==> config.mk <==
export PLATFORM = sky130hd
export DESIGN_NAME = mdio_phy_responder
export DESIGN_NICKNAME = d
export VERILOG_FILES = /design/src/rtl/mdio_phy_responder.sv
export SDC_FILE = /design/constraint.sdc
export NUM_CORES = 1
export LEC_CHECK = 0
export ABC_CLOCK_PERIOD_IN_PS = 2400
export CAP_MARGIN = 20
export CORE_ASPECT_RATIO = 0.75
export CORE_MARGIN = 3
export CORE_UTILIZATION = 30
export CTS_CLUSTER_DIAMETER = 30
export DETAILED_ROUTE_END_ITERATION = 7
export GPL_ROUTABILITY_DRIVEN = 0
export RECOVER_POWER = 25
export SLEW_MARGIN = 20
export SYNTH_ARGS = -nofsm -noshare
export SYNTH_HDL_FRONTEND = slang
export SYNTH_SLANG_ARGS = --single-unit
==> constraint.sdc <==
create_clock -name CLK -period 2.4 [get_ports CLK]
set_clock_uncertainty 0.05 [all_clocks]
set_input_delay 0.48 -clock CLK [delete_from_list [all_inputs] [get_ports CLK]]
set_output_delay 0.48 -clock CLK [all_outputs]
set_load 0.05 [all_outputs]
==> src/rtl/mdio_phy_responder.sv <==
// mdio_phy_responder: Clause 22 MDIO PHY-side responder, oversampling MDC/MDIO on CLK
// and bridging read/write frames to an external 32x16 register bank via one-CLK strobes.
module mdio_phy_responder #(
   parameter logic [4:0] P_PHYADR   = 5'h1,
   parameter bit         P_BCAST_EN = 1'b0,
   parameter int         P_PREAMBLE = 32
) (
   input  logic        CLK,
   input  logic        RESET,
   input  logic        MDC,
   input  logic        MDIO_I,
   output logic        MDIO_O,
   output logic        MDIO_T,
   output logic [4:0]  REG_ADDR,
   output logic        REG_WR,
   output logic [15:0] REG_WDATA,
   output logic        REG_RD,
   input  logic [15:0] REG_RDATA,
   output logic        BUSY
);
   localparam int PW = $clog2(P_PREAMBLE + 2);
   localparam logic [PW-1:0] PRE = PW'(P_PREAMBLE);

   typedef enum logic [2:0] {IDLE, ST1, OP, ADDR, SKIP, TA, DATA} state_t;

   state_t        state, state_n;
   logic [1:0]    mdc_s, mdio_s;
   logic          mdc_q;
   logic [4:0]    cnt, cnt_n;
   logic [15:0]   sreg, sreg_n;
   logic          rd, rd_n;
   logic [4:0]    rad, rad_n;
   logic [PW-1:0] pre_cnt, pre_n;
   logic          o_n, t_n, wr_n, rds_n, busy_n;
   logic [4:0]    addr_n;
   logic [15:0]   wdata_n;
   logic          rise, fall, din, match;
   logic [9:0]    a;

   assign rise  = mdc_s[1] & ~mdc_q;
   assign fall  = ~mdc_s[1] & mdc_q;
   assign din   = mdio_s[1];
   assign a     = {sreg[8:0], din};
   // broadcast address only ever accepts writes; a broadcast read would collide on the line
   assign match = (a[9:5] == P_PHYADR) || (P_BCAST_EN && a[9:5] == 5'd0 && !rd);

   always_comb begin
      state_n = state;
      cnt_n   = cnt;
      sreg_n  = REG_RD ? REG_RDATA : sreg;
      rd_n    = rd;
      rad_n   = rad;
      pre_n   = pre_cnt;
      o_n     = MDIO_O;
      t_n     = MDIO_T;
      wr_n    = 1'b0;
      rds_n   = 1'b0;
      addr_n  = REG_ADDR;
      wdata_n = REG_WDATA;
      case (state)
         IDLE: if (rise) begin
            if (din) pre_n = (pre_cnt >= PRE) ? pre_cnt : pre_cnt + 1'b1;
            else begin
               pre_n = '0;
               if (pre_cnt >= PRE) state_n = ST1;
            end
         end
         ST1: if (rise) begin
            state_n = din ? OP : IDLE;
            cnt_n   = '0;
         end
         OP: if (rise) begin
            sreg_n = {sreg[14:0], din};
            cnt_n  = cnt + 5'd1;
            if (cnt[0]) begin
               cnt_n   = '0;
               rd_n    = sreg[0];
               state_n = (sreg[0] ^ din) ? ADDR : IDLE;
            end
         end
         ADDR: if (rise) begin
            sreg_n = {sreg[14:0], din};
            cnt_n  = cnt + 5'd1;
            if (cnt == 5'd9) begin
               cnt_n   = '0;
               rad_n   = a[4:0];
               state_n = match ? TA : SKIP;
               if (match && rd) begin
                  rds_n  = 1'b1;
                  addr_n = a[4:0];
               end
            end
         end
         SKIP: if (rise) begin
            cnt_n = cnt + 5'd1;
            if (cnt == 5'd17) state_n = IDLE;
         end
         TA: if (rise) begin
            cnt_n = cnt + 5'd1;
            if (cnt[0]) begin
               cnt_n   = '0;
               state_n = DATA;
            end
         end else if (fall && rd && cnt[0]) begin
            t_n = 1'b0;
            o_n = 1'b0;
         end
         DATA: if (rd) begin
            if (fall) begin
               if (cnt == 5'd16) begin
                  t_n     = 1'b1;
                  o_n     = 1'b1;
                  state_n = IDLE;
               end else begin
                  o_n    = sreg[15];
                  sreg_n = {sreg[14:0], 1'b0};
               end
            end else if (rise) cnt_n = cnt + 5'd1;
         end else if (rise) begin
            sreg_n = {sreg[14:0], din};
            cnt_n  = cnt + 5'd1;
            if (cnt == 5'd15) begin
               wr_n    = 1'b1;
               addr_n  = rad;
               wdata_n = {sreg[14:0], din};
               state_n = IDLE;
            end
         end
         default: state_n = IDLE;
      endcase
      busy_n = state_n != IDLE;
   end

   always_ff @(posedge CLK) begin
      if (RESET) begin
         state     <= IDLE;
         mdc_s     <= '0;
         mdio_s    <= '0;
         mdc_q     <= 1'b0;
         cnt       <= '0;
         sreg      <= '0;
         rd        <= 1'b0;
         rad       <= '0;
         pre_cnt   <= '0;
         MDIO_O    <= 1'b1;
         MDIO_T    <= 1'b1;
         REG_WR    <= 1'b0;
         REG_RD    <= 1'b0;
         REG_ADDR  <= '0;
         REG_WDATA <= '0;
         BUSY      <= 1'b0;
      end else begin
         state     <= state_n;
         mdc_s     <= {mdc_s[0], MDC};
         mdio_s    <= {mdio_s[0], MDIO_I};
         mdc_q     <= mdc_s[1];
         cnt       <= cnt_n;
         sreg      <= sreg_n;
         rd        <= rd_n;
         rad       <= rad_n;
         pre_cnt   <= pre_n;
         MDIO_O    <= o_n;
         MDIO_T    <= t_n;
         REG_WR    <= wr_n;
         REG_RD    <= rds_n;
         REG_ADDR  <= addr_n;
         REG_WDATA <= wdata_n;
         BUSY      <= busy_n;
      end
   end
endmodule

==> insert_results.sql <==
INSERT INTO impl_metrics (metric_group, metric, value, unit) VALUES
('status', 'status', 'completed', ''),
('timing', 'timing.final.hold_violations', '0', ''),
('finish', 'drive_gt1_frac', '0.1296', ''),
('clock_network', 'cts.hold.buffers_added', '0', ''),
('setup_path', 'timing_worst_setup_path_type', 'register to register', ''),
('global_route', 'grt_max_degree', '54', ''),
('detailed_routing', 'route.detailed.drc', '0', ''),
('power', 'maximum_vdd_ir_drop', '0.0003331', 'V'),
('finish', 'area.growth.synth_to_final', '30.30', '%'),
('detailed_routing', 'drt_iter0_drc', '160', ''),
('detailed_routing', 'detailedRoute.firstPassIterationCount', '5', ''),
('timing', 'share_of_the_cycle_needed_by_the_critical_path_after_routing', '0.8788', ''),
('floorplanning', 'core.rowCount', '32', ''),
('synth', 'mapped_nets', '403', ''),
('worst_hold_path', 'timing.hold.worst.class', 'register to register', ''),
('floorplanning', 'die_area', '12390', 'sq um'),
('synth', 'yosys.cell_types.count', '56', ''),
('detailed_routing', 'met1Wirelength', '4188', 'um'),
('detailed_routing', 'wl_met2', '3275', 'um'),
('timing', 'holdWs', '394.8', 'ps'),
('synth', 'post_synth_inst_count', '377', ''),
('setup_path', 'worst-endpoint-required', '2620', 'ps'),
('floorplanning', 'placeable_area', '10530', 'sq um'),
('detailed_routing', 'drt-wirelength-per-cell', '14.47', 'um'),
('setup_path', 'start_kind', 'register', ''),
('global_route', 'via_count_of_the_first_global_routing_pass', '2646', ''),
('clock_network', 'clkLatencyLatePin', '340', 'ps'),
('detailed_routing', 'avgViaCountPerCell', '4.963', ''),
('placed_design', 'dpl_cell_area', '3994', 'sq um'),
('timing', 'worst-slew-pin-transition', '887.4', 'ps'),
('synth', 'yosysSeqAreaShare', '0.4035', ''),
('finish', 'antenna_fix_cells', '0', ''),
('global_route', 'antenna_violations_before_repair', '0', ''),
('synth', 'synth_enable_flop_cells', '0', ''),
('setup_path', 'r2r_setup_slack', '290', 'ps'),
('synth', 'synth_area_per_cell', '8.818', 'sq um'),
('detailed_routing', 'wl', '8218', 'um'),
('setup_path', 'worst_path_arrival_time', '2320', 'ps'),
('setup_path', 'end_kind', 'register', ''),
('detailed_routing', 'met3RoutedLength', '630', 'um'),
('detailed_routing', 'final_antenna_net_count', '0', ''),
('timing', 'finalCriticalPeriod', '2109', 'ps'),
('clock_network', 'clock_tree_from_tritoncts', 'built', ''),
('synth', 'yosysWarningCount', '0', ''),
('setup_path', 'critical_path_peak_fanout', '16', ''),
('clock_network', 'max-clock-path-buffers', '2', ''),
('floorplanning', 'dieWidth', '127.6', 'um'),
('timing', 'totalNegativeSetupSlack', '0', 'ps'),
('floorplanning', 'die_h', '97.17', 'um'),
('power', 'power_leakage', '1.592', 'nW'),
('synth', 'synth_flop_type', 'sky130_fd_sc_hd__dfxtp_1', ''),
('clock_network', 'cts_root_buffer', 'sky130_fd_sc_hd__clkbuf_16', ''),
('placed_design', 'hpwl_after_detailed_placement', '5895', 'um'),
('power', 'power_density', '630.4', 'nW/um^2'),
('finish', 'layout.cells.most_common_list', 'sky130_fd_sc_hd__dfxtp_1 (67), sky130_fd_sc_hd__nand2_1 (62), sky130_fd_sc_hd__mux2i_1 (43), sky130_fd_sc_hd__clkdlybuf4s50_1 (43), sky130_fd_sc_hd__nor2_1 (24)', ''),
('floorplanning', 'boundaryPins', '46', ''),
('clock_network', 'htree_num_levels', '3', ''),
('placed_design', 'port_buffers', '45', ''),
('clock_network', 'worst_setup_hold_path_clk_slew', '60', 'ps'),
('finish', 'finish.net_count', '453', ''),
('detailed_routing', 'routed-via-count', '2819', ''),
('clock_network', 'post-cts-setup-buffers', '0', ''),
('power', 'finalPower', '2.731', 'mW'),
('finish', 'stdcell_area', '4332', 'sq um'),
('timing', 'timing.fmax', '474.1', 'MHz'),
('synth', 'yosys_register_bits', '67', ''),
('timing', 'setup_viol', '0', ''),
('finish', 'final_common_cell', 'sky130_fd_sc_hd__dfxtp_1', ''),
('global_route', 'grt_overall_usage', '0.1351', ''),
('clock_network', 'cts_resized', '0', ''),
('floorplanning', 'floorplan.initialDensity', '0.3157', ''),
('timing', 'rsz0062_at_grt', 'no', ''),
('timing', 'worst_slew_margin_rel', '0.4084', ''),
('synth', 'synthesis.area', '3324', 'sq um'),
('clock_network', 'cts.sink_count', '67', ''),
('timing', 'slew_viol_final', '0', ''),
('global_route', 'grt_first_pass_wirelength', '13310', 'um'),
('clock_network', 'cts_buffers', '9', ''),
('job', 'maxCapViolations', '0', ''),
('detailed_routing', 'routed.top_layer', 'met4', ''),
('synth', 'async_flop_share', '0', ''),
('global_route', 'global_route.overflow_total', '0', '');
## flip-flops by register name (all words and copies together) (netlist names), 2 cells and up
| register | count |
|---|---|
| REG_WDATA | 16 |
| sreg | 16 |
| pre_cnt | 6 |
| REG_ADDR | 5 |
| cnt | 5 |
| rad | 5 |
| state | 3 |
| mdc_s | 2 |
| mdio_s | 2 |
## worst max-delay path: stages, from the launching register on
cell	delay (ps)
sky130_fd_sc_hd__dfxtp_1	400
sky130_fd_sc_hd__ha_1	220
sky130_fd_sc_hd__and3_1	160
sky130_fd_sc_hd__ha_1	130
sky130_fd_sc_hd__nor4bb_1	320
sky130_fd_sc_hd__nor2b_2	280
sky130_fd_sc_hd__buf_4	250
sky130_fd_sc_hd__nand2_1	90
sky130_fd_sc_hd__a21oi_1	120
## kinds of logic (layout without fill, tap and decap cells)
| family | count (synthesis) | in the layout | synth area share |
|---|---|---|---|
| flip-flops | 67 | 67 | 0.4035 |
| adder cells (fa/ha/maj) | 6 | 6 | 0.02258 |
| AND/OR/NAND/NOR | 165 | 165 | 0.2571 |
| multiplexers | 48 | 48 | 0.1520 |
| AO/OA/AOI/OAI | 56 | 56 | 0.1155 |
| XOR/XNOR | 3 | 3 | 0.007905 |
| buffers and inverters | 32 | 87 | 0.04140 |
## stage by stage
stage	util	instances	setup WS, ps
3_3_place_gp	0.3793	552	310.2
2_1_floorplan	-	377	303.6
4_1_cts	0.4127	568	181.9
3_5_place_dp	0.3793	552	208.1
6_report	0.4114	568	290.8
5_1_grt	0.4114	568	65.23
## synthesized netlist by cell type, types with 2 or more instances
library cell	number	share of area
sky130_fd_sc_hd__o21ai_0	3	0.0045
sky130_fd_sc_hd__o32ai_1	2	0.0053
sky130_fd_sc_hd__a41oi_1	2	0.0053
sky130_fd_sc_hd__or2_2	15	0.028
sky130_fd_sc_hd__and3_1	3	0.0056
sky130_fd_sc_hd__ha_1	6	0.023
sky130_fd_sc_hd__clkbuf_1	15	0.017
sky130_fd_sc_hd__nand4_1	5	0.0094
sky130_fd_sc_hd__nor4bb_1	3	0.0090
sky130_fd_sc_hd__a31oi_1	4	0.0075
sky130_fd_sc_hd__mux2_4	5	0.023
sky130_fd_sc_hd__mux2i_1	43	0.13
sky130_fd_sc_hd__buf_2	5	0.0075
sky130_fd_sc_hd__buf_1	3	0.0034
sky130_fd_sc_hd__a211oi_1	2	0.0045
sky130_fd_sc_hd__nand2_1	62	0.070
sky130_fd_sc_hd__inv_1	7	0.0079
sky130_fd_sc_hd__nand3b_1	3	0.0068
sky130_fd_sc_hd__nor3_1	4	0.0060
sky130_fd_sc_hd__xnor2_1	2	0.0053
sky130_fd_sc_hd__and3b_1	2	0.0053
sky130_fd_sc_hd__nor2_1	24	0.027
sky130_fd_sc_hd__a211o_1	2	0.0053
sky130_fd_sc_hd__a21o_1	2	0.0045
sky130_fd_sc_hd__and2_1	2	0.0038
sky130_fd_sc_hd__or3_1	3	0.0056
sky130_fd_sc_hd__o31ai_1	3	0.0068
sky130_fd_sc_hd__nand3_1	7	0.011
sky130_fd_sc_hd__dfxtp_1	67	0.40
sky130_fd_sc_hd__o2bb2ai_1	2	0.0053
sky130_fd_sc_hd__a21oi_1	23	0.035
sky130_fd_sc_hd__nand4bb_1	2	0.0068
sky130_fd_sc_hd__nand2b_1	5	0.0094
sky130_fd_sc_hd__nor2b_1	17	0.032
## worst paths after layout
check,start,endpoint,cells after the start
setup reg to reg,cnt[1]$_SDFFE_PP0P_,REG_WDATA[2]$_SDFFE_PP0P_,8
hold / removal,mdc_s[0]$_SDFF_PP0_,mdc_s[1]$_SDFF_PP0_,1
hold reg to reg,mdc_s[0]$_SDFF_PP0_,mdc_s[1]$_SDFF_PP0_,1
setup / recovery,cnt[1]$_SDFFE_PP0P_,REG_WDATA[2]$_SDFFE_PP0P_,8
## where the power goes
group | switching (mW) | total (mW) | internal [mW]
clock network | 0.492 | 1.53 | 1.04
registers | 0.00374 | 1.12 | 1.12
logic | 0.0366 | 0.0773 | 0.0407
total | 0.532 | 2.73 | 2.20
## cell type report
type                    instances  area (sq um)
fillers                      1068          6198
multi-input cells             278          1848
flip-flops and latches         67          1341
repair buffers                 64         594.3
clock buffers                  10         239.0
well taps                     136         170.2
clock inverters                 6         112.6
inverters                       7         26.28
## routing by layer
layer,global-route usage,up-vias
li1,-,1415
met1,0.1966,1313
met2,0.1795,81
met3,0.05549,10
met4,0.04040,0
met5,0,-
Note: power is estimated with default switching activity, not from simulation.
